## src/rtl/branch_resolution_queue.sv

```systemverilog
// In-order queue of predicted branches between Fetch and Execute: resolves the head entry,
// emits predictor updates and mispredict redirects, and squashes younger entries on a miss.
module branch_resolution_queue #(
    parameter int ADDR_WIDTH = 32,
    parameter int DEPTH      = 8,
    parameter int CNT_WIDTH  = 32,
    localparam int TAG_W     = $clog2(DEPTH)
) (
    input  logic                  clk_i,
    input  logic                  rst_ni,
    input  logic                  flush_i,
    // allocation from Fetch
    input  logic                  alloc_valid_i,
    output logic                  alloc_ready_o,
    input  logic [ADDR_WIDTH-1:0] alloc_pc_i,
    input  logic                  alloc_taken_i,
    input  logic [ADDR_WIDTH-1:0] alloc_target_i,
    input  logic                  alloc_btb_hit_i,
    output logic [TAG_W-1:0]      alloc_tag_o,
    // resolution from Execute
    input  logic                  res_valid_i,
    input  logic                  res_taken_i,
    input  logic [ADDR_WIDTH-1:0] res_target_i,
    // predictor update stream
    output logic                  upd_valid_o,
    output logic [ADDR_WIDTH-1:0] upd_pc_o,
    output logic                  upd_taken_o,
    output logic [ADDR_WIDTH-1:0] upd_target_o,
    output logic                  upd_mispredict_o,
    // fetch redirect
    output logic                  redirect_valid_o,
    output logic [ADDR_WIDTH-1:0] redirect_pc_o,
    // status
    output logic                  empty_o,
    output logic                  proto_err_o,
    output logic [CNT_WIDTH-1:0]  branch_cnt_o,
    output logic [CNT_WIDTH-1:0]  mispred_cnt_o
);

    localparam logic [TAG_W:0]     COUNT_FULL = (TAG_W + 1)'(DEPTH);
    localparam logic [TAG_W-1:0]   PTR_ONE    = TAG_W'(1);
    localparam logic [CNT_WIDTH-1:0] CNT_MAX  = '1;

    // Prediction storage
    logic [ADDR_WIDTH-1:0] pc_mem     [DEPTH];
    logic [ADDR_WIDTH-1:0] target_mem [DEPTH];
    logic                  taken_mem  [DEPTH];

    logic [TAG_W-1:0] rd_ptr_q, rd_ptr_d;
    logic [TAG_W-1:0] wr_ptr_q, wr_ptr_d;
    logic [TAG_W:0]   count_q,  count_d;

    logic push_acc;
    logic res_fire;
    logic res_empty;
    logic mispredict;

    logic [ADDR_WIDTH-1:0] head_pc;
    logic [ADDR_WIDTH-1:0] head_target;
    logic                  head_taken;
    logic [ADDR_WIDTH-1:0] fallthrough_pc;

    // The BTB hit flag is already folded into alloc_taken_i by Fetch.
    logic unused_btb_hit;
    assign unused_btb_hit = alloc_btb_hit_i;

    assign alloc_ready_o = (count_q != COUNT_FULL);
    assign empty_o       = (count_q == '0);
    assign alloc_tag_o   = wr_ptr_q;

    assign push_acc  = alloc_valid_i && alloc_ready_o && !flush_i;
    assign res_fire  = res_valid_i && !empty_o && !flush_i;
    assign res_empty = res_valid_i && empty_o && !flush_i;

    assign head_pc        = pc_mem[rd_ptr_q];
    assign head_target    = target_mem[rd_ptr_q];
    assign head_taken     = taken_mem[rd_ptr_q];
    assign fallthrough_pc = head_pc + ADDR_WIDTH'(4);

    assign mispredict = (head_taken != res_taken_i) ||
                        (res_taken_i && (head_target != res_target_i));

    // Pointer/occupancy next state; flush dominates, then a mispredict squashes everything younger.
    always_comb begin
        rd_ptr_d = rd_ptr_q;
        wr_ptr_d = wr_ptr_q;
        count_d  = count_q;
        if (flush_i) begin
            wr_ptr_d = rd_ptr_q;
            count_d  = '0;
        end else if (res_fire && mispredict) begin
            rd_ptr_d = rd_ptr_q + PTR_ONE;
            wr_ptr_d = rd_ptr_q + PTR_ONE;
            count_d  = '0;
        end else if (res_fire) begin
            rd_ptr_d = rd_ptr_q + PTR_ONE;
            if (push_acc) begin
                wr_ptr_d = wr_ptr_q + PTR_ONE;
            end else begin
                count_d = count_q - 1'b1;
            end
        end else if (push_acc) begin
            wr_ptr_d = wr_ptr_q + PTR_ONE;
            count_d  = count_q + 1'b1;
        end
    end

    // NOTE: non-blocking assignments in every clocked block so all state updates see pre-edge values.
    always_ff @(posedge clk_i or negedge rst_ni) begin
        if (!rst_ni) begin
            rd_ptr_q <= '0;
            wr_ptr_q <= '0;
            count_q  <= '0;
        end else begin
            rd_ptr_q <= rd_ptr_d;
            wr_ptr_q <= wr_ptr_d;
            count_q  <= count_d;
        end
    end

    // NOTE: the payload array has no reset; occupancy alone decides which slots are meaningful.
    always_ff @(posedge clk_i) begin
        if (push_acc) begin
            pc_mem[wr_ptr_q]     <= alloc_pc_i;
            target_mem[wr_ptr_q] <= alloc_target_i;
            taken_mem[wr_ptr_q]  <= alloc_taken_i;
        end
    end

    // Registered update and redirect; valids are single-cycle pulses, payloads hold.
    always_ff @(posedge clk_i or negedge rst_ni) begin
        if (!rst_ni) begin
            upd_valid_o      <= 1'b0;
            upd_pc_o         <= '0;
            upd_taken_o      <= 1'b0;
            upd_target_o     <= '0;
            upd_mispredict_o <= 1'b0;
            redirect_valid_o <= 1'b0;
            redirect_pc_o    <= '0;
        end else begin
            upd_valid_o      <= res_fire;
            redirect_valid_o <= res_fire && mispredict;
            if (res_fire) begin
                upd_pc_o         <= head_pc;
                upd_taken_o      <= res_taken_i;
                upd_target_o     <= res_target_i;
                upd_mispredict_o <= mispredict;
                redirect_pc_o    <= res_taken_i ? res_target_i : fallthrough_pc;
            end
        end
    end

    // Saturating statistics and the sticky protocol error flag.
    always_ff @(posedge clk_i or negedge rst_ni) begin
        if (!rst_ni) begin
            branch_cnt_o  <= '0;
            mispred_cnt_o <= '0;
            proto_err_o   <= 1'b0;
        end else begin
            if (res_fire && (branch_cnt_o != CNT_MAX)) begin
                branch_cnt_o <= branch_cnt_o + 1'b1;
            end
            if (res_fire && mispredict && (mispred_cnt_o != CNT_MAX)) begin
                mispred_cnt_o <= mispred_cnt_o + 1'b1;
            end
            if (res_empty) begin
                proto_err_o <= 1'b1;
            end
        end
    end

endmodule
```

## config.mk

```make
export PLATFORM = sky130hd
export DESIGN_NAME = branch_resolution_queue
export DESIGN_NICKNAME = d
export VERILOG_FILES = /design/src/rtl/branch_resolution_queue.sv
export SDC_FILE = /design/constraint.sdc
export NUM_CORES = 1
export LEC_CHECK = 0
export CORE_MARGIN = 3
export CORE_UTILIZATION = 30
export DETAILED_ROUTE_END_ITERATION = 6
export DONT_BUFFER_PORTS = 1
export GPL_TIMING_DRIVEN = 0
export HOLD_SLACK_MARGIN = 0.05
export PLACE_DENSITY = 0.41
export SYNTH_ARGS = -nofsm -noshare
export SYNTH_HDL_FRONTEND = slang
export SYNTH_SLANG_ARGS = --single-unit
```

## constraint.sdc

```tcl
create_clock -name clk_i -period 8.54 [get_ports clk_i]
set_clock_uncertainty 0.1 [all_clocks]
set_input_delay 1.708 -clock clk_i [delete_from_list [all_inputs] [get_ports clk_i]]
set_output_delay 1.708 -clock clk_i [all_outputs]
set_load 0.005 [all_outputs]
```

After elaboration in Yosys (flattened, before gate mapping):

Memory sizes are Yosys's and may differ from the RTL's.
Cells that the tools add are included.

* bits in latches: 0
* bits of input ports: 104
* output and inout bits: 170
* bits in writable memories: 520
* register bits: 175
* ROM bits: 0
* word-level logic and storage cells: 62
* memories kept: 3

* eq/ne operators: 6
* multiplexer cells: 13
* bitwise gates (word level): 1
* magnitude comparators: 0
* multiply operators: 0
* reduce and logical (&&, ||, !) cells: 19
* shift operators: 0
* divide/modulo/power cells: 0
* add/subtract/negate cells: 7

Memory list
* pc_mem: depth 8, bits a word 32, read ports 1, clocked after memory_dff 0, wr ports 1, RTL line 45 `logic [ADDR_WIDTH-1:0] pc_mem [DEPTH];`
* target_mem: depth 8, bits a word 32, read ports 1, clocked after memory_dff 0, wr ports 1, RTL line 46 `logic [ADDR_WIDTH-1:0] target_mem [DEPTH];`
* taken_mem: depth 8, bits a word 1, read ports 1, clocked after memory_dff 0, wr ports 1, RTL line 47 `logic taken_mem [DEPTH];`

Operator list (count)
* adder 32 x 1 -> 32 bit, second input constant: 2
* inequality test 32 bit, second input constant: 2
* adder 32 x 3 -> 32 bit, second input constant: 1
* two-way mux 32 bit: 1
* inequality test 32 bit: 1
* two-way mux 4 bit: 5
* two-way mux 3 bit: 5
* logical AND 1 bit: 10
* adder 3 x 1 -> 3 bit, second input constant: 2
* adder 4 x 1 -> 4 bit, second input constant: 1
* logical NOT 4 bit: 1
* inequality test 4 x 3 -> 1 bit, second input constant: 1
* inequality test 4 bit, second input constant: 1
* AND reduction 2 bit: 2
* nonzero test 4 bit: 1
* subtractor 4 x 1 -> 4 bit, second input constant: 1
* nonzero test 3 bit: 1
* logical NOT 1 bit: 2
* two-way mux 1 bit: 2
* nonzero test 2 bit: 1
* logical OR 1 bit: 1
* inequality test 1 bit: 1
* inverter 1 bit: 1

Depth between registers and ports, before layout:

Gate-level depths: netlist (run 1).

* depth after elaboration: 7
* mapped depth: 16
* gate-level depth less buffers: 11

Worst setup path before layout (run 1):

OpenSTA, ideal clock, no wires.

* kind: input -> register
* start point: input alloc_valid_i
* end point: memory pc_mem[3][0], enable pin
* path buffers: 1
* slack: -1.120 ns
* setup time: 0.671 ns
* cell stages on the path: 4
* arrival time: 8.889 ns
* cell sequence: and2_1 clkbuf_1 nand2_1 nor4b_1

* cells in the longest elaborated chain, start to end: 4

RTL lines
* start, declared: RTL line 13 `input logic alloc_valid_i,`
* logical AND 1 bit (2 in series): RTL line 71 `assign push_acc = alloc_valid_i && alloc_ready_o && !flush_i;`
* two-way mux 1 bit: RTL line 123 `if (push_acc) begin`
* two-way mux 1 bit (not written as such): RTL line 124 `pc_mem[wr_ptr_q] <= alloc_pc_i;`
* end, declared: RTL line 45

Every way passes these cells.

Worst setup path after layout (run 1):

* start point: input flush_i
* end point: register count_q[3]

* cells in the longest elaborated chain, start to end: 5
* elaborated cells on any way between the ends: 10
* those cells by class: eq/ne (1); mux (3); reduce/logical (6)

RTL lines
* start, declared: RTL line 11 `input logic flush_i,`
* logical NOT 1 bit *: RTL line 72 `assign res_fire = res_valid_i && !empty_o && !flush_i;`
* logical AND 1 bit *: RTL line 72
* via res_fire: RTL line 54 `logic res_fire;`
* logical AND 1 bit or two-way mux 4 bit (tied branches): RTL line 91, 95
* inequality test 4 x 3 -> 1 bit (no line) (tied with other cells)
* AND reduction 2 bit (no line) or two-way mux 4 bit (tied branches)
* end signal, assigned: RTL line 117 `count_q <= count_d;`
* end, declared: RTL line 51 `logic [TAG_W:0] count_q, count_d;`

Mark *: on every way through the listed nets, which the timed path passes. The rest lies on a longest branch.
A chain may end at the register's enable or synchronous reset.

==> summary.md, run 1 <==
| Metric | Value |
|---|---|
| Chip Width | just over 300 um |
| Post-DR vias/cell | approximately 5 |
| Static Leakage | between 0.01 and 0.015 uW |
| Worst path required time | a little under 9 ns |
| Nets | 1,979 |
| F_max | 0.173 GHz |
| Antenna violations before repair | 4 |
| Yosys cell types | 60 |
| Area of the multi-input gates | about 7600 um^2 |
| EDFF count, synth | 520 |
| Effective utilization at floorplan | approximately 30% |
| Synth-to-layout area growth | 18.3% |
| Yosys reg bits | 695 |
| # hold bufs at CTS | 0 |
| Total power draw | 10,800 uW |
| HP Class | reg2reg |
| DIE AREA | between 90,000 and 100,000 um^2 |
| Endpoints failing setup | 0 |
| Post-synthesis sequential area ratio | just over 70% |
| Critical path class | in2reg |
| FFs w/ async S/R, synth | about a quarter |
| Outcome | completed |
| Residual DRC | 0 |
| Clock Sinks | 695 |
| RSZ-0062 raised after global routing | no |
| Fin util | a little over a third |
| Worst Path Arrival | just over 6 ns |
| Core area | 92,200 um^2 |
| Synthesized area per cell | between 15 and 20 um^2 |
| Crit-path max FO | 13 |
| Fill count | approximately 8,800 |
| I/O Buffers | 0 |
| CP startpoint | flush_i |
| Cell count after synthesis | between 1,500 and 2,000 |
| Detail Route Antenna Nets | 0 |
| Worst r2r dst | count_q[3] |
| Drt pass-1 iters | 5 |
| Synth warn | 0 |
| Via count | around 16,000 |
| Detailed Route WL | around 90 mm |
| Row Count | 111 |
| Tcrit/Tclk final | slightly below 70% |
| Worst Setup EP | count_q[3] |
| Die Y-Extent | 312 um |
| Worst Setup End Kind | register |
| Cts repair resizes | 0 |
| Worst reg-to-reg path cell count | 12 |
| Vias in the first global route | around 16,000 |
| WL/cell | about 28 um |
| Root Driver | clkbuf_16 |
| CTS buffer count | slightly above 80 |
| GRT Residual Overflow | 0 |
| IO Pins | about 270 |
| FF-to-FF setup slack | 3.18 ns |
| Mapped Area | around 28,000 um^2 |
| Most used DFF post-synth | edfxtp_1 |
| Minimum clock period | 5.77 ns |
| Synth Net Count | 1,807 |
| Setup Fix Bufs, Post-CTS | 0 |
| Fin. Hold Viols | 0 |
| First-pass GRT wire length | 127 mm |
| CTS clk-pin slew, worst paths | 0.06 ns |
| CTS tree | yes |
| Pin count of the biggest net entering global routing | 176 |
| VDD IR max | around 0.00015 V |
| Worst reg2reg startpoint | count_q[0] |
| Overall routing resource usage | between 10% and 20% |
| PwrDens | 326 nW/um^2 |
| 1st-iter DRT viols | approximately 1,300 |
| Htree depth | 3 |
| CTS Buffer Depth | 3 |
| Share of layout cells above drive strength 1 | about a fifth |
| Worst-skew pair later-pin latency | ~0.63 ns |
| Worst-Margin Slew | between 1 and 1.5 ns |
| GPL Wtd Cong | 0.783 |
| Antenna cells | 0 |
| Fin. max-slew vios | 0 |
| Slew Limit Headroom | 11.5% |
| Post-DP HPWL | between 60 and 70 mm |
| Crit start category | input pin |
| Maxcap violations | 0 |
| Register area | ~20,000 um^2 |
synthesized netlist by cell type (8+ instances only):
library cell,count,share of area [%]
edfxtp_1,520,56
nand2_1,195,2.6
dfrtp_1,175,16
mux4_2,108,8.7
mux2i_1,99,3.5
xnor2_1,78,2.4
o21ai_0,62,1.1
nor2_1,48,0.64
xor2_1,41,1.3
clkbuf_1,39,0.52
and3_1,37,0.83
a21oi_1,35,0.62
nand4_1,34,0.76
nand3_1,27,0.48
buf_2,19,0.34
a22oi_1,14,0.37
buf_4,14,0.37
nor3_1,13,0.23
inv_1,10,0.13
nor4_1,9,0.20
o22ai_1,9,0.20
mux2_2,8,0.32
worst max-delay path, stage by stage:
cell and delay, ns:
or3b_2 0.52, inv_1 0.10, clkbuf_1 0.59, clkbuf_1 0.69, buf_1 1.04, ha_1 0.41, a21o_1 0.18, a21oi_1 0.33
or4_1 0.17, a21oi_1 0.05, or3_1 0.37
layout make-up:
type	instances	share of cell area [%]
Inverter	10	0.113
Buffer	85	1.38
Sequential cell	695	60.3
Multi-Input combinational cell	905	22.9
Clock buffer	112	6.90
Clock inverter	38	1.26
Tap cell	1243	4.69
Timing Repair Buffer	89	2.48
metal layers:
metal	GRT usage (%)	part of all wire [%]	vias up
met5	0	0.014	-
met4	4.75	2.3	2
met3	7.66	10	110
met2	28.5	46	544
met1	23.9	42	8190
li1	-	-	6832
worst min-delay path by stage:
| stage | slack (ns) | startpoint | cells past startpoint | end |
|---|---|---|---|---|
| after floorplan | 0.37 | proto_err_o | 1 | proto_err_o |
| after global placement | 0.40 | upd_target_o[18] | 2 | upd_target_o[18] |
| after detailed placement | 0.40 | upd_target_o[4] | 2 | upd_target_o[4] |
| after CTS | 0.41 | upd_target_o[4] | 2 | upd_target_o[4] |
| after global routing | 0.43 | upd_target_o[8] | 2 | upd_target_o[8] |
| final | 0.40 | upd_target_o[4] | 2 | upd_target_o[4] |
metrics by stage:
step	cells	setup WS (ns)	cell area, um^2	TNS [ns]	hold slack (ns)
floorplan	1695	-1.12	28000	-261.99	0.366
global placement	2938	-11.58	29600	-3996.95	0.398
finish	3177	2.77	33200	0	0.404
CTS	3177	2.87	33200	0	0.411
detailed placement	3027	2.19	30500	0	0.397
global route	3177	2.74	33200	0	0.434
power breakdown:
| part | internal [uW] | switching, uW |
|---|---|---|
| Combinational | 1150 | 1670 |
| Clock | 2140 | 1390 |
| Sequential | 4090 | 397 |
| Total | 7380 | 3450 |
cell usage in the layout (no fill, tap or decap), drive strengths merged, types with 11 or more instances in the layout:
cell type	netlist	final
nor2	48	48
dfrtp	175	175
clkinv	0	26
xnor2	78	78
xor2	41	41
a22oi	14	14
mux2i	99	99
and3	37	37
nand3	27	27
o21ai	64	64
a21oi	35	35
buf	46	135
inv	10	11
nand2	195	195
nand4	34	34
nor3	15	15
edfxtp	520	520
mux4	108	108
clkbuf	39	151
sequential cells by signal, summed over array words and instances (netlist names):
register,cells
proto_err_o,1
count_q,4
pc_mem,256
taken_mem,8
redirect_pc_o,32
upd_taken_o,1
upd_target_o,32
mispred_cnt_o,32
target_mem,256
alloc_tag_o,3
rd_ptr_q,3
upd_pc_o,32
upd_mispredict_o,1
branch_cnt_o,32
redirect_valid_o,1
upd_valid_o,1
logic make-up (layout without fill, tap and decap cells):
family,after synthesis,after routing,synth area share (%)
flip-flops,695,695,71.3
AND/OR/NAND/NOR,419,419,7.29
multiplexers,215,215,12.5
AO/OA/AOI/OAI,144,144,3.02
XOR/XNOR,119,119,3.72
buffers and inverters,95,334,1.76
adder cells (fa/ha/maj),8,8,0.384
No activity file was read; power rests on OpenSTA's default activity.
==> run 2, diff against run 1 <==
--- a/config.mk
+++ b/config.mk
@@ -11,7 +11,7 @@
 export DONT_BUFFER_PORTS = 1
 export GPL_TIMING_DRIVEN = 0
 export HOLD_SLACK_MARGIN = 0.05
-export PLACE_DENSITY = 0.41
+export PLACE_DENSITY = 0.4
 export SYNTH_ARGS = -nofsm -noshare
 export SYNTH_HDL_FRONTEND = slang
 export SYNTH_SLANG_ARGS = --single-unit
==> constraint.sdc (replaced) <==
create_clock -name clk_i -period 6 [get_ports clk_i]
set_clock_uncertainty 0.1 [all_clocks]
set_input_delay 1.2 -clock clk_i [delete_from_list [all_inputs] [get_ports clk_i]]
set_output_delay 1.2 -clock clk_i [all_outputs]
set_load 0.005 [all_outputs]
==> run 2 against run 1 <==
Effect of this change: via count up 0.20%; worst hold slack worse by 0.24 ns; clock power is 41% higher; power grew 42%; cell count barely moved; non-clock buffer count down 4; sequential share of layout area grew 0.080 points.
==> summary.md, run 2 (same netlist as run 1, synthesis figures left out) <==
| Metric | Value |
|---|---|
| Crit start category | register |
| Seq pwr share | between 40% and 50% |
| Post-DR vias/cell | between 4 and 5 |
| Via count | approximately 16,000 |
| Most frequent cells in the layout | edfxtp_1, nand2_1, dfrtp_1 |
| Crit path cell chain | nor4_1 -> or3b_2 -> inv_1 -> clkbuf_1 -> clkbuf_1 -> buf_1 -> ha_1 -> a21o_1 -> a21oi_1 -> or4_1 -> a21oi_1 -> or3_1 |
| Crit-path max FO | 14 |
| Gate power share | 26.0% |
| Internal Dissipation | 10,400 uW |
| PwrDens | 463 nW/um^2 |
| GRT Residual Overflow | 0 |
| Tcrit/Tclk final | around 86% |
| CTS clk-pin slew, worst paths | ~0.060 ns |
| Worst Setup End Kind | register |
| Fin. Hold Viols | 0 |
| CP max stage cell | buf_1 |
| Die Y-Extent | 312 um |
| Vias in the first global route | around 16,000 |
| Pin count of the biggest net entering global routing | 176 |
| Crit path max-delay family | buffers and inverters |
| Nets | ~2,000 |
| I/O Buffers | 0 |
| Worst path required time | between 6 and 7 ns |
| # hold bufs at CTS | 0 |
| GPL Wtd Cong | approximately 0.8 |
| Clock share of power | approximately 33% |
| Worst setup slack after layout | about 0.85 ns |
| Antenna violations before repair | 3 |
| Fin Setup TNS | 0 ns |
| Detailed Route WL | 90.5 mm |
| Minimum clock period | 5.15 ns |
| Max incr delay on CP | ~1.0 ns |
| VDD IR max | 0.000241 V |
| Effective utilization at floorplan | 30.4% |
| Root Driver | clkbuf_16 |
| Share of layout cells above drive strength 1 | between 10% and 20% |
| Switching power | 4910 uW |
| F_max | 0.194 GHz |
| Static Leakage | about 0.012 uW |
| Pre-CTS setup slack | 0.293 ns |
| Endpoints failing setup | 0 |
| HP Class | in2async |
| Htree depth | 3 |
| Slew Limit Headroom | a little over a tenth |
| Worst Path Arrival | ~5.6 ns |
| Critical path class | reg2reg |
| Most common cell after layout, fill and taps aside | edfxtp_1 |
| DIE AREA | slightly below 100,000 um^2 |
| Chip Width | slightly above 300 um |
| RSZ-0062 raised after global routing | no |
| CTS Buffer Depth | 3 |
| Switching share of power | between 30% and 40% |
| Drt pass-1 iters | 5 |
| Cts repair resizes | 0 |
| Worst-Margin Slew | between 1 and 1.5 ns |
| First-pass GRT wire length | roughly 130 mm |
| Worst Path Buf+Inv | 4 |
| Detail Route Antenna Nets | 0 |
| WL/cell | 28.5 um |
| CTS tree | yes |
| Total power draw | about 15,000 uW |
| Worst-skew pair later-pin latency | between 0.6 and 0.7 ns |
| Setup Fix Bufs, Post-CTS | 0 |
| Fin. max-slew vios | 0 |
| Outcome | completed |
| Overall routing resource usage | a little under a fifth |
| Core area | 92,200 um^2 |
| Row Count | between 100 and 150 |
| IO Pins | approximately 270 |
| Clock Sinks | around 700 |
| Fin util | 35.9% |
| CTS buffer count | 82 |
| 1st-iter DRT viols | about 1,500 |
| Maxcap violations | 0 |
| Post-DP HPWL | 66.5 mm |
| Largest regs | pc_mem (256), target_mem (256) |
| Residual DRC | 0 |
| Synth-to-layout area growth | 18.2% |
run 2: cell count changes in the layout (fill, tap and decap cells not counted), moves of 2 or more:
cell and change:
buf_4 -8, clkinvlp_4 +2, buf_8 -3, buf_6 +7, clkbuf_1 -3, clkinv_2 +8, clkinv_1 -6, diode_2 +3
run 2: path summary, 6_finish.rpt:
kind                                        from           endpoint  slack (ns)  cells after the start
worst max-delay path                  count_q[0]         count_q[3]        0.85                     12
worst min-delay path                      rst_ni  mispred_cnt_o[12]        0.17                      0
worst max register to register        count_q[0]         count_q[3]        0.85                     12
worst min register to register  upd_target_o[16]   upd_target_o[16]        0.41                      2
max in group asynchronous                 rst_ni        upd_pc_o[2]        5.17                      0
min in group clk_i              upd_target_o[16]   upd_target_o[16]        0.41                      2
run 2: power by group through the flow:
| stage | Combinational [uW] | Clock (uW) | Sequential [uW] |
|---|---|---|---|
| 3_3_place_gp | 3940 | 0 | 6600 |
| 4_1_cts | 4090 | 5140 | 6390 |
| 6_report | 3980 | 4980 | 6380 |
| 3_5_place_dp | 4080 | 0 | 6480 |
| 2_1_floorplan | 2660 | 0 | 6230 |
| 5_1_grt | 4320 | 5330 | 6460 |
run 2: stage by stage:
stage	hold WS [ns]	area (um^2)	cells
floorplan	0.366	28000	1695
global placement	0.399	29600	2938
detailed placement	0.399	30400	3023
CTS	0.111	33100	3173
global route	0.124	33100	3173
finish	0.167	33100	3176
run 2: layout make-up:
| class | count | area, um^2 |
|---|---|---|
| clock inverter | 42 | 428 |
| buffer | 85 | 457 |
| antenna | 3 | 7.51 |
| fill | 8860 | 59100 |
| multi-input combinational | 905 | 7600 |
| clock buffer | 108 | 2250 |
| inverter | 10 | 37.5 |
| tap | 1243 | 1560 |
| timing repair buffer | 85 | 796 |
| sequential | 695 | 20000 |
run 2: metal layers:
layer  vias up  track usage, %  part of all wire (%)
li1       6846               -                     -
met1      8278            24.1                    43
met2       485            29.2                    46
met3       100            7.38                   9.7
met4         0            4.50                   1.8
met5         -               0                     0
==> edit 1 (config.mk and constraints of run 2) <==
`DEPTH`: 8 -> 16.
--- a/src/rtl/branch_resolution_queue.sv
+++ b/src/rtl/branch_resolution_queue.sv
@@ -2,7 +2,7 @@
 // emits predictor updates and mispredict redirects, and squashes younger entries on a miss.
 module branch_resolution_queue #(
     parameter int ADDR_WIDTH = 32,
-    parameter int DEPTH      = 8,
+    parameter int DEPTH      = 16,
     parameter int CNT_WIDTH  = 32,
     localparam int TAG_W     = $clog2(DEPTH)
 ) (
Ports: changed (resized alloc_tag_o); port bits go from 274 to 275. No check against the original RTL was run, so the function may have changed too.
==> edit 1 against run 2 <==
  * The flow now finishes with violations (max-capacitance violations, max-slew violations)
  * Via count increased by 66%
  * Sequential cell count grew 523
  * Setup slack worse by 0.76 ns
  * Wire length up 89%
  * Largest cell class unchanged
  * Sequential power increased by 65%
  * Highest routed layer unchanged
  * Area after synthesis rose by 73%
  * Cell area is 75% higher
  * First-iteration DRC count rose by 81%
  * Total power up 79%
==> edit 1: results (changes against run 2) <==
metric	value	unit	change
Reg power frac	0.384		was 0.416
DRT iter0 DRCs	2654		was 1463
Switch Pwr	9.19	mW	was 4.91 mW
asr flop ratio synth	0.146		was 0.252
first-pass GRT wire length	233000	µm	was 128000 µm
failing checks	max-capacitance violations, max-slew violations		
share of layout cells above drive strength 1	0.226		was 0.197
fillers	15000		was 8860
Synth cell types	71		was 60
synth top area cells	edfxtp_1, mux4_2, dfrtp_1		was edfxtp_1, dfrtp_1, mux4_2
NumNets Final	2946		was 1976
H-tree depth	4		was 3
sequential element share of the synthesized area	0.735		was 0.713
EDFF count, synth	1040		was 520
DRT Pass-1 Iters	6		was 5
max cap viols	1		was 0
clock transition at the registers of the reported paths	0.06	ns	about the same
drt total wl	171000	µm	was 90500 µm
number of global-route vias before repair	26800		was 16300
antenna violations before repair	11		was 3
Slew Viols, Final	1		was 0
placed insts	4844		was 3023
synth warn	0		unchanged
Pleak	19.6	nW	was 11.9 nW
CP arrival	6.47	ns	was 5.56 ns
routed vias/inst	5.11		was 4.95
PortBufs	0		unchanged
Synth Flop Type	edfxtp_1		unchanged
Peak VDD IR	273	µV	was 241 µV
Setup Slack @ Placement	-0.200	ns	was 0.293 ns
Layout Cells excl Fill	5105		was 3176
Least-Margin Pin Slew	1.49	ns	was 1.34 ns
PwrDens	474	nW/µm²	was 463 nW/µm²
CTS max path bufs	3		unchanged
largest registers	pc_mem x512, target_mem x512		was pc_mem x256, target_mem x256
HP Class	input pin to async pin		unchanged
combinational power share	0.302		was 0.260
syn nets	2719		was 1807
GRT Resource Usage Total	0.204		was 0.186
status	finished, violations left		was finished, final reports clean
Root Buffer	clkbuf_16		unchanged
RD Place Congestion	0.820		was 0.789
CP max FO	10		was 14
Clk Latency, worst-skew pair	0.76	ns	was 0.63 ns
maximum number of pins on one net before global-route repair	179		was 176
hpwl dp	120000	µm	was 66500 µm
Num CTS Buffers	143		was 82
syn avg cell area	18.7	µm²	was 16.5 µm²
Commonest cells post-synth	edfxtp_1, nand2_1, mux4_2		was edfxtp_1, nand2_1, dfrtp_1
[edit 1: stage by stage]
| step | area (µm²) | setup TNS, ns |
|---|---|---|
| finish | 57900 | 0 |
| global route | 57900 | 0 |
| CTS | 57900 | 0 |
| detailed placement | 53200 | -0.960 |
| global placement | 51300 | -4789.23 |
| floorplan | 48600 | 0 |
[edit 1: logic make-up (layout without fill, tap and decap cells)]
group | Yosys count | count (layout) | synth area share
flops | 1218 | 1218 | 0.735
compound gates | 158 | 158 | 0.0200
simple gates | 548 | 548 | 0.0512
buf+inv | 140 | 481 | 0.0179
other cells | 0 | 1 | 0
fa+ha+maj | 12 | 12 | 0.00325
mux | 386 | 386 | 0.147
xor+xnor | 141 | 141 | 0.0254
[edit 1: critical path: stages (launching register included)]
cell and delay (ns):
dfrtp_1 0.44, buf_2 0.25, inv_2 0.50, buf_4 0.54, buf_2 0.67, mux2i_1 0.16, mux2i_1 0.74, xnor2_1 0.20
nand2_1 0.09, nor4_1 0.60, nand4_2 0.40, o211ai_2 0.41, mux2_2 0.40, a221oi_1 0.20
[edit 1: layer usage]
layer	part of all wire	GRT usage	wire length [µm]	vias to the layer above
li1	-	-	-	10800
met1	0.43	0.276	73000	14200
met2	0.47	0.326	80500	1002
met3	0.087	0.0628	14900	181
met4	0.017	0.0403	2900	0
met5	0	0	0	-
[edit 1: what timing repair did]
item | in CTS | in global routing
setup endpoints to repair | 16 | 0
hold buffers | 1 | 0
buffers inserted | 0 | 0
resized for setup | 2 | 0
hold endpoints to repair | 178 | 0
[edit 1: final timing paths]
path,startpoint,end,slack (ns),depth (start not counted)
min in group clk_i,upd_target_o[18]$_DFFE_PN0P_,upd_target_o[18]$_DFFE_PN0P_,0.41,2
setup reg to reg,rd_ptr_q[3]$_DFFE_PN0P_,alloc_tag_o[3]$_DFFE_PN0P_,0.08,13
max in group asynchronous,rst_ni,upd_pc_o[25]$_DFFE_PN0P_,4.60,1
hold reg to reg,upd_target_o[18]$_DFFE_PN0P_,upd_target_o[18]$_DFFE_PN0P_,0.41,2
setup / recovery,rd_ptr_q[3]$_DFFE_PN0P_,alloc_tag_o[3]$_DFFE_PN0P_,0.08,13
hold / removal,rst_ni,mispred_cnt_o[4]$_DFFE_PN0P_,0.40,1
[edit 1: final cells by class]
cell class	count	area, µm²	area share
antenna	1	2.50	0.0000432
buffer	126	822	0.0142
clock buffer	187	3930	0.0680
clock inverter	72	684	0.0118
inverter	14	52.6	0.000908
multi-input combinational	1245	12100	0.210
sequential	1218	35700	0.617
tap	2160	2700	0.0467
timing repair buffer	82	1850	0.0319
==> edit 2 (config.mk and constraints of run 2) <==
Made on the original files. Register the output `redirect_pc_o` once more; this adds one clock of latency there. The other outputs are not delayed to match.
--- a/src/rtl/branch_resolution_queue.sv
+++ b/src/rtl/branch_resolution_queue.sv
@@ -40,6 +40,8 @@
     localparam logic [TAG_W:0]     COUNT_FULL = (TAG_W + 1)'(DEPTH);
     localparam logic [TAG_W-1:0]   PTR_ONE    = TAG_W'(1);
     localparam logic [CNT_WIDTH-1:0] CNT_MAX  = '1;
+
+    logic [ADDR_WIDTH-1:0] redirect_pc_s0;
 
     // Prediction storage
     logic [ADDR_WIDTH-1:0] pc_mem     [DEPTH];
@@ -136,7 +138,7 @@
             upd_target_o     <= '0;
             upd_mispredict_o <= 1'b0;
             redirect_valid_o <= 1'b0;
-            redirect_pc_o    <= '0;
+            redirect_pc_s0   <= '0;
         end else begin
             upd_valid_o      <= res_fire;
             redirect_valid_o <= res_fire && mispredict;
@@ -145,7 +147,7 @@
                 upd_taken_o      <= res_taken_i;
                 upd_target_o     <= res_target_i;
                 upd_mispredict_o <= mispredict;
-                redirect_pc_o    <= res_taken_i ? res_target_i : fallthrough_pc;
+                redirect_pc_s0   <= res_taken_i ? res_target_i : fallthrough_pc;
             end
         end
     end
@@ -169,4 +171,8 @@
         end
     end
 
+    always_ff @(posedge clk_i) begin
+        redirect_pc_o <= redirect_pc_s0;
+    end
+
 endmodule
Behaviour: not the same (Yosys sat finds a counterexample within 4 cycles, from zero or initial values and one cycle with rst_ni low).
==> edit 2 against run 2 <==
  * Area after synthesis grew 2.2%
  * Global-route usage shrank 0.25 points
  * Maximum frequency shrank 2.9%
  * Setup slack lost 0.15 ns
  * Total power grew 3.9%
  * Sequential cell count grew 32
  * Critical path depth grew 3
  * Sequential power grew 5.3%
  * Critical endpoint is now redirect_pc_s0[20]$_DFFE_PN0P_
  * Wire length grew 0.56%
  * Largest cell class unchanged
  * Critical path type unchanged
  * Cell area grew 2.1%
==> edit 2: results (changes against run 2) <==
metric	value	unit	change
status	finished, final reports clean		unchanged
Worst R2R Path Depth	15		was 12
sequential element share of the synthesized area	0.720		was 0.713
RD Place Congestion	0.785		was 0.789
CP arrival	5.76	ns	was 5.56 ns
Synth cell types	64		was 60
Synth Area in Compound Gates	0.0307		was 0.0302
Setup Slack @ Placement	-0.566	ns	was 0.293 ns
Num CTS Buffers	84		was 82
synth top area cells	edfxtp_1, dfrtp_1, mux4_2		unchanged
share of layout cells above drive strength 1	0.178		was 0.197
hpwl dp	65600	µm	was 66500 µm
NumNets Final	1955		was 1976
mux share of post-synthesis cell area	0.123		was 0.125
Post-Synth XOR/XNOR Area	0.0370		was 0.0372
Commonest cells post-synth	edfxtp_1, nand2_1, dfrtp_1		unchanged
CP max FO	19		was 14
Setup crit start	rd_ptr_q[2]$_DFFE_PN0P_		was count_q[0]$_DFFE_PN0P_
DRT iter0 DRCs	1140		was 1463
antenna violations before repair	5		was 3
Post-Synth Adder-Cell Area	0.00375		was 0.00384
Placed Area	31000	µm²	was 30400 µm²
Largest stage delay, worst path	0.77	ns	was 1.04 ns
first-pass GRT wire length	128000	µm	about the same
Peak VDD IR	246	µV	was 241 µV
Pleak	12.2	nW	was 11.9 nW
GRT Resource Usage Total	0.183		was 0.186
## edit 2: area by class of cell
class,instances,area [µm²]
fillers,8954,60200
flip-flops and latches,727,20600
multi-input cells,913,7650
clock buffers,125,2450
well taps,1254,1570
repair buffers,30,688
plain buffers,77,414
clock inverters,32,388
inverters,10,37.5
diodes,1,2.50
## edit 2: what timing repair did
action                                  4_1_cts  5_1_grt
endpoints found under the setup margin        9        1
pin swaps                                     0        0
resized for setup                             0        1
## edit 2: cell families after synthesis
group / after synthesis
adder cells (fa/ha/maj): 8
XOR/XNOR: 121
buffers and inverters: 88
AO/OA/AOI/OAI: 147
multiplexers: 206
AND/OR/NAND/NOR: 431
flip-flops: 727
## edit 2: routing by layer
layer	routed length, µm	global-route usage	up-vias
li1	-	-	6816
met1	39000	0.243	8355
met2	41700	0.286	492
met3	8530	0.0655	104
met4	1800	0.0473	4
met5	30	0	-
## edit 2: metrics by stage
step / hold WS [ns] / std cells / power (mW) / util / setup TNS, ns
final: 0.163 / 3169 / 15.9 / 0.360 / 0
after global placement: 0.257 / 2982 / 10.8 / 0.322 / -1511.19
after detailed placement: 0.256 / 3012 / 10.9 / 0.330 / -3.37
after global routing: 0.125 / 3168 / 16.7 / 0.360 / 0
after CTS: 0.111 / 3168 / 16.2 / 0.360 / 0
after floorplan: 0.247 / 1728 / 9.16 / - / 0
## edit 2: worst max-delay path by stage
stage | endpoint | slack [ns] | depth (start not counted)
floorplan | pc_mem[6][0]$_DFFE_PP_ | 1.0 | 3
global placement | target_mem[2][16]$_DFFE_PP_ | -3.24 | 3
detailed placement | redirect_pc_s0[20]$_DFFE_PN0P_ | -0.57 | 16
CTS | redirect_pc_s0[20]$_DFFE_PN0P_ | 0.30 | 15
global route | redirect_pc_s0[20]$_DFFE_PN0P_ | 0.35 | 15
finish | redirect_pc_s0[20]$_DFFE_PN0P_ | 0.69 | 15
## edit 2: power by group
group          switching, mW  internal, mW  leakage [nW]  total (mW)
combinational           2.36          1.62          3.56        3.97
clock                   2.07          3.17          1.39        5.25
sequential             0.595          6.13          7.22        6.72
total                   5.02          10.9          12.2        15.9
